<file path="src/rtl/rr_beat_generator.sv">
// rr_beat_generator: converts RR intervals to sample periods and emits a
// peak pulse train at that spacing. Optional macro: RR_BEAT_GEN_REJCNT_EN.
module rr_beat_generator #(
  parameter int FS          = 360,
  parameter int MIN_SAMPLES = 72,
  parameter int PULSE_LEN   = 1
) (
  input  logic        clk,
  input  logic        rst,
  input  logic        enable,
  input  logic [15:0] rr_in,
  input  logic        rr_in_valid,
  output logic        peak_out,
  output logic [15:0] period_samples,
  output logic [15:0] beat_count,
  output logic        running,
  output logic        rr_err,
  output logic [7:0]  rej_count
);

  localparam int PW = $clog2(PULSE_LEN + 1);

  typedef enum logic [0:0] {
    S_IDLE,
    S_RUN
  } state_e;

  state_e      state_q, state_d;
  logic [15:0] cnt_q, cnt_d;
  logic [15:0] period_q, period_d;
  logic [15:0] pend_q, pend_d;
  logic        pend_vld_q, pend_vld_d;
  logic [15:0] beat_q, beat_d;
  logic [PW-1:0] pulse_q, pulse_d;
  logic        err_q, err_d;

  logic [3:0]  rr_int;
  logic [10:0] rr_frac;
  logic [20:0] frac_prod;
  logic [20:0] frac_rnd;
  logic [15:0] conv;
  logic        rr_bad;
  logic        reload;
  logic [15:0] per_new;

  // Fixed-point seconds to rounded sample count, plus acceptance test
  always_comb begin
    rr_int    = rr_in[14:11];
    rr_frac   = rr_in[10:0];
    frac_prod = 21'(rr_frac) * 21'(FS);
    frac_rnd  = frac_prod + 21'd1024;
    conv      = 16'(rr_int) * 16'(FS)
              + 16'(frac_rnd >> 11);
    rr_bad    = rr_in[15]
              | (conv < 16'(MIN_SAMPLES));
  end

  // Next-state: beat FSM, reload, pending stage
  always_comb begin
    state_d    = state_q;
    cnt_d      = cnt_q;
    period_d   = period_q;
    pend_d     = pend_q;
    pend_vld_d = pend_vld_q;
    beat_d     = beat_q;
    pulse_d    = pulse_q;
    err_d      = 1'b0;
    reload     = 1'b0;
    per_new    = period_q;

    unique case (state_q)
      S_IDLE: begin
        cnt_d   = '0;
        pulse_d = '0;
        if (enable &&
            (pend_vld_q || period_q != '0)) begin
          state_d = S_RUN;
          reload  = 1'b1;
        end
      end
      S_RUN: begin
        if (!enable) begin
          state_d = S_IDLE;
          cnt_d   = '0;
          pulse_d = '0;
        end else begin
          cnt_d = cnt_q - 16'd1;
          if (pulse_q != '0)
            pulse_d = pulse_q - PW'(1);
          if (cnt_q == 16'd1)
            reload = 1'b1;
        end
      end
      default: state_d = S_IDLE;
    endcase

    if (reload) begin
      if (pend_vld_q)
        per_new = pend_q;
      period_d   = per_new;
      pend_vld_d = 1'b0;
      cnt_d      = per_new;
      beat_d     = beat_q + 16'd1;
      pulse_d    = PW'(PULSE_LEN);
    end

    // New input lands after the reload has consumed the old pending value
    if (rr_in_valid) begin
      if (rr_bad) begin
        err_d = 1'b1;
      end else begin
        pend_d     = conv;
        pend_vld_d = 1'b1;
      end
    end
  end

  // State registers with synchronous reset
  always_ff @(posedge clk) begin
    if (rst) begin
      state_q    <= S_IDLE;
      cnt_q      <= '0;
      period_q   <= '0;
      pend_q     <= '0;
      pend_vld_q <= 1'b0;
      beat_q     <= '0;
      pulse_q    <= '0;
      err_q      <= 1'b0;
    end else begin
      state_q    <= state_d;
      cnt_q      <= cnt_d;
      period_q   <= period_d;
      pend_q     <= pend_d;
      pend_vld_q <= pend_vld_d;
      beat_q     <= beat_d;
      pulse_q    <= pulse_d;
      err_q      <= err_d;
    end
  end

`ifdef RR_BEAT_GEN_REJCNT_EN
  logic [7:0] rej_q, rej_d;

  // Saturating count of rejected inputs
  always_comb begin
    rej_d = rej_q;
    if (err_d && rej_q != 8'hFF)
      rej_d = rej_q + 8'd1;
  end

  // Rejection counter register
  always_ff @(posedge clk) begin
    if (rst)
      rej_q <= '0;
    else
      rej_q <= rej_d;
  end

  assign rej_count = rej_q;
`else
  assign rej_count = '0;
`endif

  assign peak_out       = (pulse_q != '0);
  assign period_samples = period_q;
  assign beat_count     = beat_q;
  assign running        = (state_q == S_RUN);
  assign rr_err         = err_q;

endmodule

</file>
<file path="config.mk">
export PLATFORM = sky130hd
export DESIGN_NAME = rr_beat_generator
export DESIGN_NICKNAME = d
export VERILOG_FILES = /design/src/rtl/rr_beat_generator.sv
export SDC_FILE = /design/constraint.sdc
export NUM_CORES = 1
export LEC_CHECK = 0
export BUFFER_PORTS_ARGS = -buffer_cell sky130_fd_sc_hd__buf_2
export CAP_MARGIN = 20
export CELL_PAD_IN_SITES_DETAIL_PLACEMENT = 1
export CELL_PAD_IN_SITES_GLOBAL_PLACEMENT = 1
export CORE_MARGIN = 2
export CORE_UTILIZATION = 49
export DETAILED_ROUTE_END_ITERATION = 10
export GPL_TIMING_DRIVEN = 0
export PLACE_DENSITY_LB_ADDON = 0.1
export SLEW_MARGIN = 5
export SYNTH_ARGS = -nofsm -noshare
export SYNTH_HDL_FRONTEND = slang
export SYNTH_SLANG_ARGS = --single-unit
</file>
<file path="constraint.sdc">
create_clock -name clk -period 10.1 [get_ports clk]
set_clock_uncertainty 0.15 [all_clocks]
set_input_delay 0.505 -clock clk [delete_from_list [all_inputs] [get_ports clk]]
set_output_delay 0.505 -clock clk [all_outputs]
set_load 0.01 [all_outputs]
</file>
Word level (Yosys, flattened, before mapping)

Cells that the tools add are included.

Bits in registers: 68
Input bits: 20
Output and inout port bits: 43
Logic and storage cells: 44

Add/subtract/negate cells: 5
Multiply operators: 2
Magnitude comparators: 1
Equal/unequal tests: 1
Multiplexer cells: 18
Bitwise logic cells: 4
Reductions and logical operators: 5

Operator list:

| operator                                                              | count |
|---|---|
| 16-bit two-way mux                                                    | 3 |
| 16-bit case mux with 2 select lines                                   | 1 |
| 20-bit by 11-bit adder with 21-bit output, second input constant      | 1 |
| 11-bit by 6-bit multiplier with 17-bit output, second input constant  | 1 |
| 16-bit by 1-bit adder with 16-bit output, second input constant       | 1 |
| 16-bit by 1-bit == test with 1-bit output, second input constant      | 1 |
| 16-bit nonzero test                                                   | 1 |
| 16-bit by 1-bit subtractor with 16-bit output, second input constant  | 1 |
| 13-bit by 10-bit adder with 14-bit output                             | 1 |
| 14-bit by 7-bit < comparator with 1-bit output, second input constant | 1 |
| 1-bit two-way mux                                                     | 11 |
| 4-bit by 6-bit multiplier with 10-bit output, second input constant   | 1 |
| 1-bit case mux with 2 select lines                                    | 3 |
| 1-bit NOT                                                             | 3 |
| 2-bit AND reduction                                                   | 1 |
| 2-bit OR reduction                                                    | 1 |
| 1-bit logical AND                                                     | 1 |
| 1-bit logical OR                                                      | 1 |
| 1-bit bitwise OR                                                      | 1 |
| 1-bit subtractor, second input constant                               | 1 |

Logic depth before layout (Yosys ltp)

Gate-level depths: netlist (run 1).

Depth after elaboration: 8
Mapped depth: 23
Gate-level depth less buffers: 22

Worst setup path after synthesis (run 1)

OpenSTA, ideal clock, no wires.

Path type: input -> register
Start point: in rr_in[4]
End point: reg pend_q[6]
Library setup time: 0.121 ns
Arrival: 5.781 ns
Required time: 9.829 ns
Setup slack: 4.048 ns
Cell stages on the path: 22
Path buffers: 1
Cell sequence: ha_1 -> fa_1 -> inv_1 -> fa_1 -> inv_1 -> ha_1 -> nand3_1 -> a2111o_1 -> a31oi_1 -> nand3_1 -> or4_1 -> mux2i_1 -> xnor2_1 -> ha_1 -> inv_2 -> nor3_1 -> o22ai_1 -> o41ai_2 -> o311ai_2 -> o311a_1 -> buf_6 -> mux2_4

Cells in the longest elaborated chain, start to end: 7

RTL lines:

| item                                              | line | RTL |
|---|---|---|
| start, declared                                   | 11   | `input logic [15:0] rr_in,` |
| 11-bit by 6-bit multiplier with 17-bit output (*) | 50   | `frac_prod = 21'(rr_frac) * 21'(FS);` |
| 20-bit by 11-bit adder with 21-bit output (*)     | 51   | `frac_rnd = frac_prod + 21'd1024;` |
| 13-bit by 10-bit adder with 14-bit output (*)     | 53   | `+ 16'(frac_rnd >> 11);` |
| 14-bit by 7-bit < comparator with 1-bit output    | 55   | `\| (conv < 16'(MIN_SAMPLES));` |
| 1-bit bitwise OR                                  | 55   |  |
| 1-bit NOT (no source line)                        | -    |  |
| 2-bit AND reduction (no source line)              | -    |  |
| end signal, assigned                              | 133  | `pend_q <= pend_d;` |
| end, declared                                     | 31   | `logic [15:0] pend_q, pend_d;` |

Mark *: on every way between the ends. The rest lies on a longest branch, timed or not.
A chain may end at the register's enable or synchronous reset.

Final worst setup path (run 1)

Start point: in rr_in[4]
End point: reg pend_q[1]

Same word-level chain as after synthesis.

==> results of run 1 <==
## synthesized netlist by cell type (all sizes together) (3+ instances only)
cell    count
nand2      43
xnor2      22
or4         3
xor2       27
o22a        5
nand4      11
nor3       27
nor3b       3
o22ai       9
o21ai      18
and3        5
nand4b      4
ha         54
nand3      10
mux2i      39
and4        3
inv        56
a211oi      7
or2         3
a21oi      18
nor2b       4
and2        5
buf        14
fa         18
or3         4
nor4        8
o21a        3
o41ai       4
clkbuf     10
a21o        5
dfxtp      66
nor2       51
## power by group
part	internal, mW	total (mW)	switching [mW]
Clock	0.119	0.215	0.0965
Sequential	0.286	0.310	0.0246
Combinational	0.274	0.666	0.392
Total	0.679	1.19	0.513
## worst paths after layout
check	from	slack, ns	to
setup reg to reg	period_samples[8]	7.22	period_samples[10]
setup / recovery	rr_in[4]	3.62	pend_q[1]
hold / removal	pend_q[7]	0.33	pend_q[7]
hold reg to reg	pend_q[7]	0.33	pend_q[7]
## metal layers
| metal | wire length (um) | track usage [%] | part of all wire [%] | up-vias |
|---|---|---|---|---|
| li1 | - | - | - | 2159 |
| met2 | 6910 | 45.7 | 53 | 59 |
| met5 | 0 | 0 | 0 | - |
| met3 | 283 | 2.55 | 2.2 | 15 |
| met4 | 149 | 5.84 | 1.1 | 0 |
| met1 | 5660 | 28.6 | 44 | 2132 |
## critical path, delay by kind of cell
family          cells  cell delay (ns)
xor+xnor            1             0.09
buf+inv             4             0.26
compound gates      6             2.21
simple gates        3             0.87
fa+ha+maj           5             2.20
mux                 2             0.46
## final cells by class
type / count / area share, %
plain buffers: 24 / 2.45
clock buffers: 12 / 2.50
clock inverters: 3 / 0.688
inverters: 57 / 3.68
multi-input cells: 443 / 60.5
flip-flops and latches: 66 / 22.7
well taps: 136 / 2.93
repair buffers: 53 / 4.56
## registers in the layout (all words and copies together) (netlist names)
| register | cells |
|---|---|
| beat_count | 16 |
| cnt_q | 16 |
| peak_out | 1 |
| pend_q | 14 |
| pend_vld_q | 1 |
| period_samples | 16 |
| rr_err | 1 |
| running | 1 |
## cell families (layout without fill, tap and decap cells)
group	Yosys count	in the layout	synth area share, %
compound gates	86	86	12.1
xor+xnor	50	50	8.91
fa+ha+maj	72	72	20.0
buf+inv	81	149	6.90
flops	66	66	25.6
mux	40	40	7.84
other cells	1	8	0.0725
simple gates	187	187	18.6
## per-stage QoR
step | area [sq um] | util (%) | worst slack [ns] | instances | hold WS (ns)
after floorplan | 5200 | - | 4.05 | 590 | 0.284
after global placement | 5630 | 54.8 | 3.37 | 779 | 0.312
after detailed placement | 5630 | 54.8 | 3.21 | 779 | 0.324
after CTS | 5820 | 56.6 | 3.56 | 794 | 0.327
after global routing | 5820 | 56.6 | 3.17 | 794 | 0.349
final | 5820 | 56.6 | 3.62 | 794 | 0.329
==> results.md, run 1 <==
Global route:
- The initial antenna violation count was 0.
- The global-route wire length before repair is 22100 um.
- The total overflow left after global routing is 0.
- The global-route usage over all layers is 24.0%.
- Entering global routing, the biggest net connects 11 pins.
- The via count of the first global-routing pass came to 4708.

Critical path:
- The most numerous cell type found on the critical path is sky130_fd_sc_hd__ha_1.
- In this design, the stage delay of the slowest critical-path cell is 0.71 ns.
- The startpoint class of the critical path is an input port.
- Among all stages on the critical path, the largest delay is contributed by sky130_fd_sc_hd__o311ai_2.
- The signal on the critical path passes through buf_2 > ha_1 > fa_1 > inv_1 > fa_1 > inv_1 > ha_1 > nand2_1 > a2111oi_0 > o211ai_1 > or4_1 > mux2i_1 > xnor2_1 > ha_1 > inv_2 > nor3_1 > o22ai_1 > o41ai_2 > o311ai_2 > o311ai_2 > mux2i_1.
- In this run the worst path has a maximum fanout of 6.
- Data on the critical path arrives at its endpoint at 6.60 ns.
- The number of cell instances on the worst register-to-register path is 9.
- Data on the critical path is required at its endpoint by 10.22 ns.
- The critical setup path kind is input port to flop.
- The critical path capture point type is a flop.

Synth:
- The number of synthesized flops with an enable pin is 0.
- The cell accounting for the most synthesized area is sky130_fd_sc_hd__dfxtp_1.
- Sequential cells were found to cover 25.6% of the synthesized design area.
- The commonest register cell after synthesis is sky130_fd_sc_hd__dfxtp_1.
- The share of synthesized flip-flops with an asynchronous set or reset is 0%.
- After synthesis, the largest area contributor takes up 25.6% of total cell area.
- The post-synthesis cell area is 5170 sq um.
- Ranked by total cell area, the synthesized netlist is headed by sky130_fd_sc_hd__dfxtp_1 26%, sky130_fd_sc_hd__ha_1 13%, sky130_fd_sc_hd__mux2i_1 7.6%, sky130_fd_sc_hd__fa_1 7.0%, sky130_fd_sc_hd__xor2_1 4.4%.
- The post-synthesis register bit count is 66.
- Synthesis instantiated 67 different standard cells from the library.
- The average cell area after synthesis is 8.87 sq um.
- The Yosys step of the flow raised 0 warnings.
- After technology mapping, the gate count stands at 583.

Clock network:
- The clock latency at the later pin of the worst-skew pair is 0.34 ns.
- In this run, CTS created clock tree buffers numbering 9.
- The worst-case clock buffer depth is 2.
- The tree built by TritonCTS fans out to 66 sinks.
- The clock tree from TritonCTS is built.
- The cell chosen for the clock root is sky130_fd_sc_hd__clkbuf_8.
- The level count of the clock H-tree is 3.
- The clock slew seen by the registers of the worst setup and hold paths is 0.07 ns.
- The total of cells resized after clock tree synthesis is 0.
- The cts-stage hold buffer count is 0.
- After clock tree synthesis, the setup repair step added 0 buffers.

Floorplan:
- The die is 107 um wide.
- The initial cell density of the core is 50.3%.
- In this run the count of I/O pins placed on the die edge is 63.
- The die height is 107 um.
- The full die area is 11400 sq um.
- Row generation in the floorplan step produced 37 rows.
- The region available for standard cell placement spans 10300 sq um.

Pwr:
- For this design the ratio of total power to cell area is 205 nW/um^2.
- The static leakage power is 2.67 nW.
- Across the VDD grid, the largest voltage drop is 0.106 mV.
- The post-layout total power is 1.19 mW.

Placement:
- The congestion estimate from routability-driven global placement came to 0.880.
- Summed over all nets, the half-perimeter wirelength after detailed placement is 10600 um.
- Port buffering added 53 buffers.

Layout:
- The sequential cells in the finished layout cover a total of 1320 sq um.
- In the layout the commonest cells are 66 x sky130_fd_sc_hd__dfxtp_1, 56 x sky130_fd_sc_hd__buf_2, 55 x sky130_fd_sc_hd__inv_1.
- The proportion of layout cells with a drive suffix above 1 is 15.3%.
- The number of filler instances in the final layout is 1267.
- Summing all multi-input logic gate instances after layout gives 3520 sq um.
- The repair_antennas step left the layout with diodes totalling 0.
- The library cell used most frequently in the layout, excluding fill and tap cells, is sky130_fd_sc_hd__dfxtp_1.
- The area growth from synthesis to layout is 12.5%.
- The layout net count is 746.

Detailed routing:
- The routed layout has 4365 vias.
- Once detail routing completed, the nets flagged for antenna violations numbered 0.
- The violation count after the first detailed-route iteration is 117.
- The length of the first detailed-routing pass in iterations is 4.
- In the routed layout, each cell is associated on average with a via count of 5.50.
- The detailed-route DRC error count is 0.
- The mean routed wirelength per cell is 16.4 um.
- The routed wire length is 13000 um.

STA:
- The worst pin sits at a relative slew slack of 51.4%.
- The final setup TNS is 0 ns.
- Based on the critical path, the design can be clocked at up to 154 MHz.
- Counting I/O delays and the setup requirement, the final critical path takes 6.48 ns.
- In the finished design, the share of the clock period the worst path needs comes to 64.1%.
- The number of endpoints with negative hold slack in the final report was 0.
- Setup violations remaining at the end of the flow were counted as 0.
- The final max-slew violation count was 0.
- The transition time at the pin with the least slew margin is 0.727 ns.
- Setup repair after global routing left no endpoint under its margin.

Flow run:
- The count of maximum capacitance violations is 0.

Min path:
- The cell depth of the worst min-delay path is 2.
- The path class of the tightest hold or removal check is flop to flop.

Status:
- The flow ran to the end, and the final reports show no timing, DRC or antenna violations.
(Power assumes the default switching activity.)
==> run 2, diff against run 1 <==
--- a/config.mk
+++ b/config.mk
@@ -10,7 +10,7 @@
 export CELL_PAD_IN_SITES_DETAIL_PLACEMENT = 1
 export CELL_PAD_IN_SITES_GLOBAL_PLACEMENT = 1
 export CORE_MARGIN = 2
-export CORE_UTILIZATION = 49
+export CORE_UTILIZATION = 45
 export DETAILED_ROUTE_END_ITERATION = 10
 export GPL_TIMING_DRIVEN = 0
 export PLACE_DENSITY_LB_ADDON = 0.1
==> constraint.sdc (replaced) <==
create_clock -name clk -period 6.1 [get_ports clk]
set_clock_uncertainty 0.15 [all_clocks]
set_input_delay 0.305 -clock clk [delete_from_list [all_inputs] [get_ports clk]]
set_output_delay 0.305 -clock clk [all_outputs]
set_load 0.01 [all_outputs]
==> run 2 against run 1 <==
Net effect:
- sequential share of layout area decreased by 1.8 points
- global-route usage decreased by 2.4 points
- first-iteration DRC count increased by 60%
- critical path type unchanged
==> results.md, run 2 (synthesized netlist as in run 1, its figures left out) <==
Status:
- The run finished with clean final reports.

STA:
- The count of final setup violators was 0 (unchanged).
- The final clock period utilization by the worst path is 98.5%.
- The number of endpoints with negative hold slack in the final report is 0 (unchanged).
- The final max-slew violation count is 0 (unchanged).
- The worst hold slack came to 0.163 ns (-0.167 ns).
- Timing would allow up to 166 MHz.
- The transition time at the pin with the least slew margin is 0.623 ns (-0.104 ns).
- The worst slew margin relative to its limit is 58.5% (+7.0 points).
- The shortest period the worst path allows is 6.01 ns.

Critical path:
- The most prevalent standard cell on the critical path is sky130_fd_sc_hd__fa_1.
- The critical path depth is 21 (unchanged).
- The number of cell instances on the worst register-to-register path is 9 (unchanged).
- Traced cell by cell, the critical path runs through buf_2 > ha_1 > fa_1 > fa_1 > ha_4 > nor3_4 > a2111o_1 > o211ai_1 > buf_4 > or4_4 > mux2i_2 > xnor2_1 > ha_2 > a21oi_1 > o21ai_1 > o22ai_4 > o41ai_4 > o311ai_4 > o311a_1 > buf_6 > mux2_4.
- The cell with the largest stage delay on the worst path is sky130_fd_sc_hd__fa_1.
- The critical path in this run is classified as input port to flop.
- The delay contributed by the slowest stage of the critical path is 0.60 ns (-0.11 ns).
- In this run the worst setup path terminates at pend_q[6].
- The most critical setup path has its startpoint at rr_in[3].
- Broken down by cell family, the worst path's largest delay share belongs to compound AO/OA/AOI/OAI gates.
- The worst setup path is launched from an input port.
- The arrival time reported for the critical path endpoint is 6.08 ns (-0.52 ns).
- The worst path required time is 6.17 ns (-4.05 ns).
- The register-to-register setup slack is 3.24 ns (-3.98 ns).
- The worst setup path is captured at a flop.
- The largest driver fanout on the critical path was 9 (+3).
- The launch point of the worst reg-to-reg path is cnt_q[10].
- The worst register-to-register path ends at period_samples[7].
- The sum of buffers and inverters on the critical path was 3 (-1).

Layout:
- The proportion of layout cells with a drive suffix above 1 is 23.1% (+7.7 points).
- The number of filler instances in the final layout was 1360 (+7.3%).
- Compared with the post-synthesis result, the final layout area differs by 22.0%.
- The layout net count is 756 (+1.3%).
- The count of antenna diodes in the layout is 0 (unchanged).
- Leaving out fill and tap cells, the most frequent cells in the layout are 66 x sky130_fd_sc_hd__dfxtp_1, 56 x sky130_fd_sc_hd__buf_2, 54 x sky130_fd_sc_hd__inv_1.
- Leaving out fill and tap cells, the most frequent cell in the layout is sky130_fd_sc_hd__dfxtp_1.

Pwr:
- The post-layout total power is 2.41 mW (+100%).
- The power per standard cell area came to 382 nW/um^2 (+87%).
- The switching share of total power came to 41.6% (-1.4 points).
- The peak supply drop came to 0.194 mV (+82%).
- The fraction of power consumed by sequential logic is 21.4% (-4.6 points).
- The power dissipated by switching net loads is 1.00 mW (+96%).
- The static leakage power is 2.82 nW (+5.5%).
- The share of power burned in the clock network is 20.3% (+2.2 points).
- The internal power summed over all cells is 1.41 mW (+110%).
- The fraction of power consumed by combinational cells is 58.3% (+2.4 points).

Clock network:
- The clock slew seen by the registers of the worst setup and hold paths is 0.05 ns (-0.02 ns).
- The cell chosen for the clock root is sky130_fd_sc_hd__clkbuf_16.
- The worst-case clock buffer depth is 2 (unchanged).
- The cts-stage hold buffer count is 0 (unchanged).
- The clock buffer count from CTS is 9 (unchanged).
- The level count of the clock H-tree came to 3 (unchanged).
- TritonCTS built the clock tree.
- The number of clock sinks came to 66 (unchanged).
- The clock latency at the later pin of the worst-skew pair was 0.33 ns (about the same).

Global route:
- The global route total overflow came to 0 (unchanged).
- The initial antenna violation count is 0 (unchanged).
- The global-route wire length before repair is 22300 um (+0.87%).
- The pin count of the biggest net entering global routing is 11 (unchanged).
- The via count of the first global-routing pass is 4665 (-0.91%).
- The global-route usage over all layers is 21.6% (-2.4 points).

Flow run:
- The count of maximum capacitance violations is 0 (unchanged).

Placement:
- The routability-driven placement congestion ratio is 0.800 (-9.1%).
- The placed wire-length estimate after detailed placement is 10300 um (-2.4%).
- The count of port buffers added during placement is 53 (unchanged).

Min path:
- The cell depth of the worst min-delay path was 2 (unchanged).
- The path class of the tightest hold or removal check is input port to flop.

Detailed routing:
- The number of vias after detailed routing was 4433 (+1.6%).
- The length of the first detailed-routing pass in iterations is 4 (unchanged).
- The violation count after the first detailed-route iteration is 187 (+60%).
- The detailed-route DRC error count is 0 (unchanged).
- The count of nets left with antenna violations after detail routing is 0 (unchanged).
- The routed wire length is 13500 um (+3.6%).
- The per-cell via count in the routed design is 5.47 (-0.57%).
- The mean routed wirelength per cell is 16.6 um (+1.4%).

Floorplan:
- The initial cell density of the core was 45.7% (-4.6 points).
- The full die area was 12400 sq um (+8.6%).
- The number of cell rows is 39 (+5.4%).
- The placeable core area is 11300 sq um (+10%).
- The die height was 111 um (+4.2%).
- The die extent in x was 111 um (+4.2%).
- The boundary pin count is 63 (unchanged).
[run 2: cell count changes in the layout (fill, tap and decap cells not counted), moves of 4 or more]
cell / change
sky130_fd_sc_hd__nor3_2: +4
sky130_fd_sc_hd__ha_1: -10
sky130_fd_sc_hd__a211oi_1: -4
sky130_fd_sc_hd__clkbuf_8: -6
sky130_fd_sc_hd__ha_2: +4
sky130_fd_sc_hd__clkbuf_16: +9
sky130_fd_sc_hd__nor3_1: -7
sky130_fd_sc_hd__buf_4: +10
sky130_fd_sc_hd__ha_4: +6
[run 2: how the worst min path moves through the flow]
stage | from | to | slack [ns]
detailed placement | pend_q[7] | pend_q[7] | 0.33
floorplan | pend_q[8] | pend_q[8] | 0.28
global route | rr_in_valid | rr_err | 0.16
finish | rr_in_valid | rr_err | 0.16
CTS | rr_in_valid | rr_err | 0.16
global placement | pend_q[8] | pend_q[8] | 0.31
[run 2: per-layer routing]
metal  GRT usage [%]  routed length, um
met3            3.17                344
met4            5.93                177
met1            26.2               5940
met2            39.6               7010
met5               0                  0
[run 2: power groups by stage]
stage	Sequential [mW]	Combinational, mW	Clock [mW]
2_1_floorplan	0.510	0.851	0
3_3_place_gp	0.522	1.05	0
3_5_place_dp	0.524	1.09	0
4_1_cts	0.516	1.12	0.498
5_1_grt	0.522	1.56	0.516
6_report	0.516	1.41	0.490
[run 2: layout make-up]
class | count | area [sq um] | share of cell area, %
multi-input cells | 443 | 3820 | 60.6
flip-flops and latches | 66 | 1320 | 20.9
repair buffers | 63 | 340 | 5.39
clock buffers | 13 | 280 | 4.44
inverters | 57 | 214 | 3.39
well taps | 143 | 179 | 2.84
plain buffers | 24 | 143 | 2.26
clock inverters | 2 | 10.0 | 0.159
[run 2: what timing repair did]
action,CTS,global route
pin swaps,2,22
setup endpoints to repair,7,16
setup buffers,0,10
cloned,0,0
gates resized for setup,7,52
[run 2: stage by stage]
stage / utilization, % / instances / instance area [sq um] / worst slack (ns) / TNS, ns
2_1_floorplan: - / 590 / 5200 / 0.248 / 0
3_3_place_gp: 49.8 / 786 / 5640 / -0.443 / -4.07
3_5_place_dp: 49.8 / 786 / 5640 / -0.614 / -5.98
4_1_cts: 52.7 / 801 / 5970 / 0.00505 / 0
5_1_grt: 55.7 / 811 / 6310 / -0.173 / -0.860
6_report: 55.7 / 811 / 6310 / 0.0912 / 0
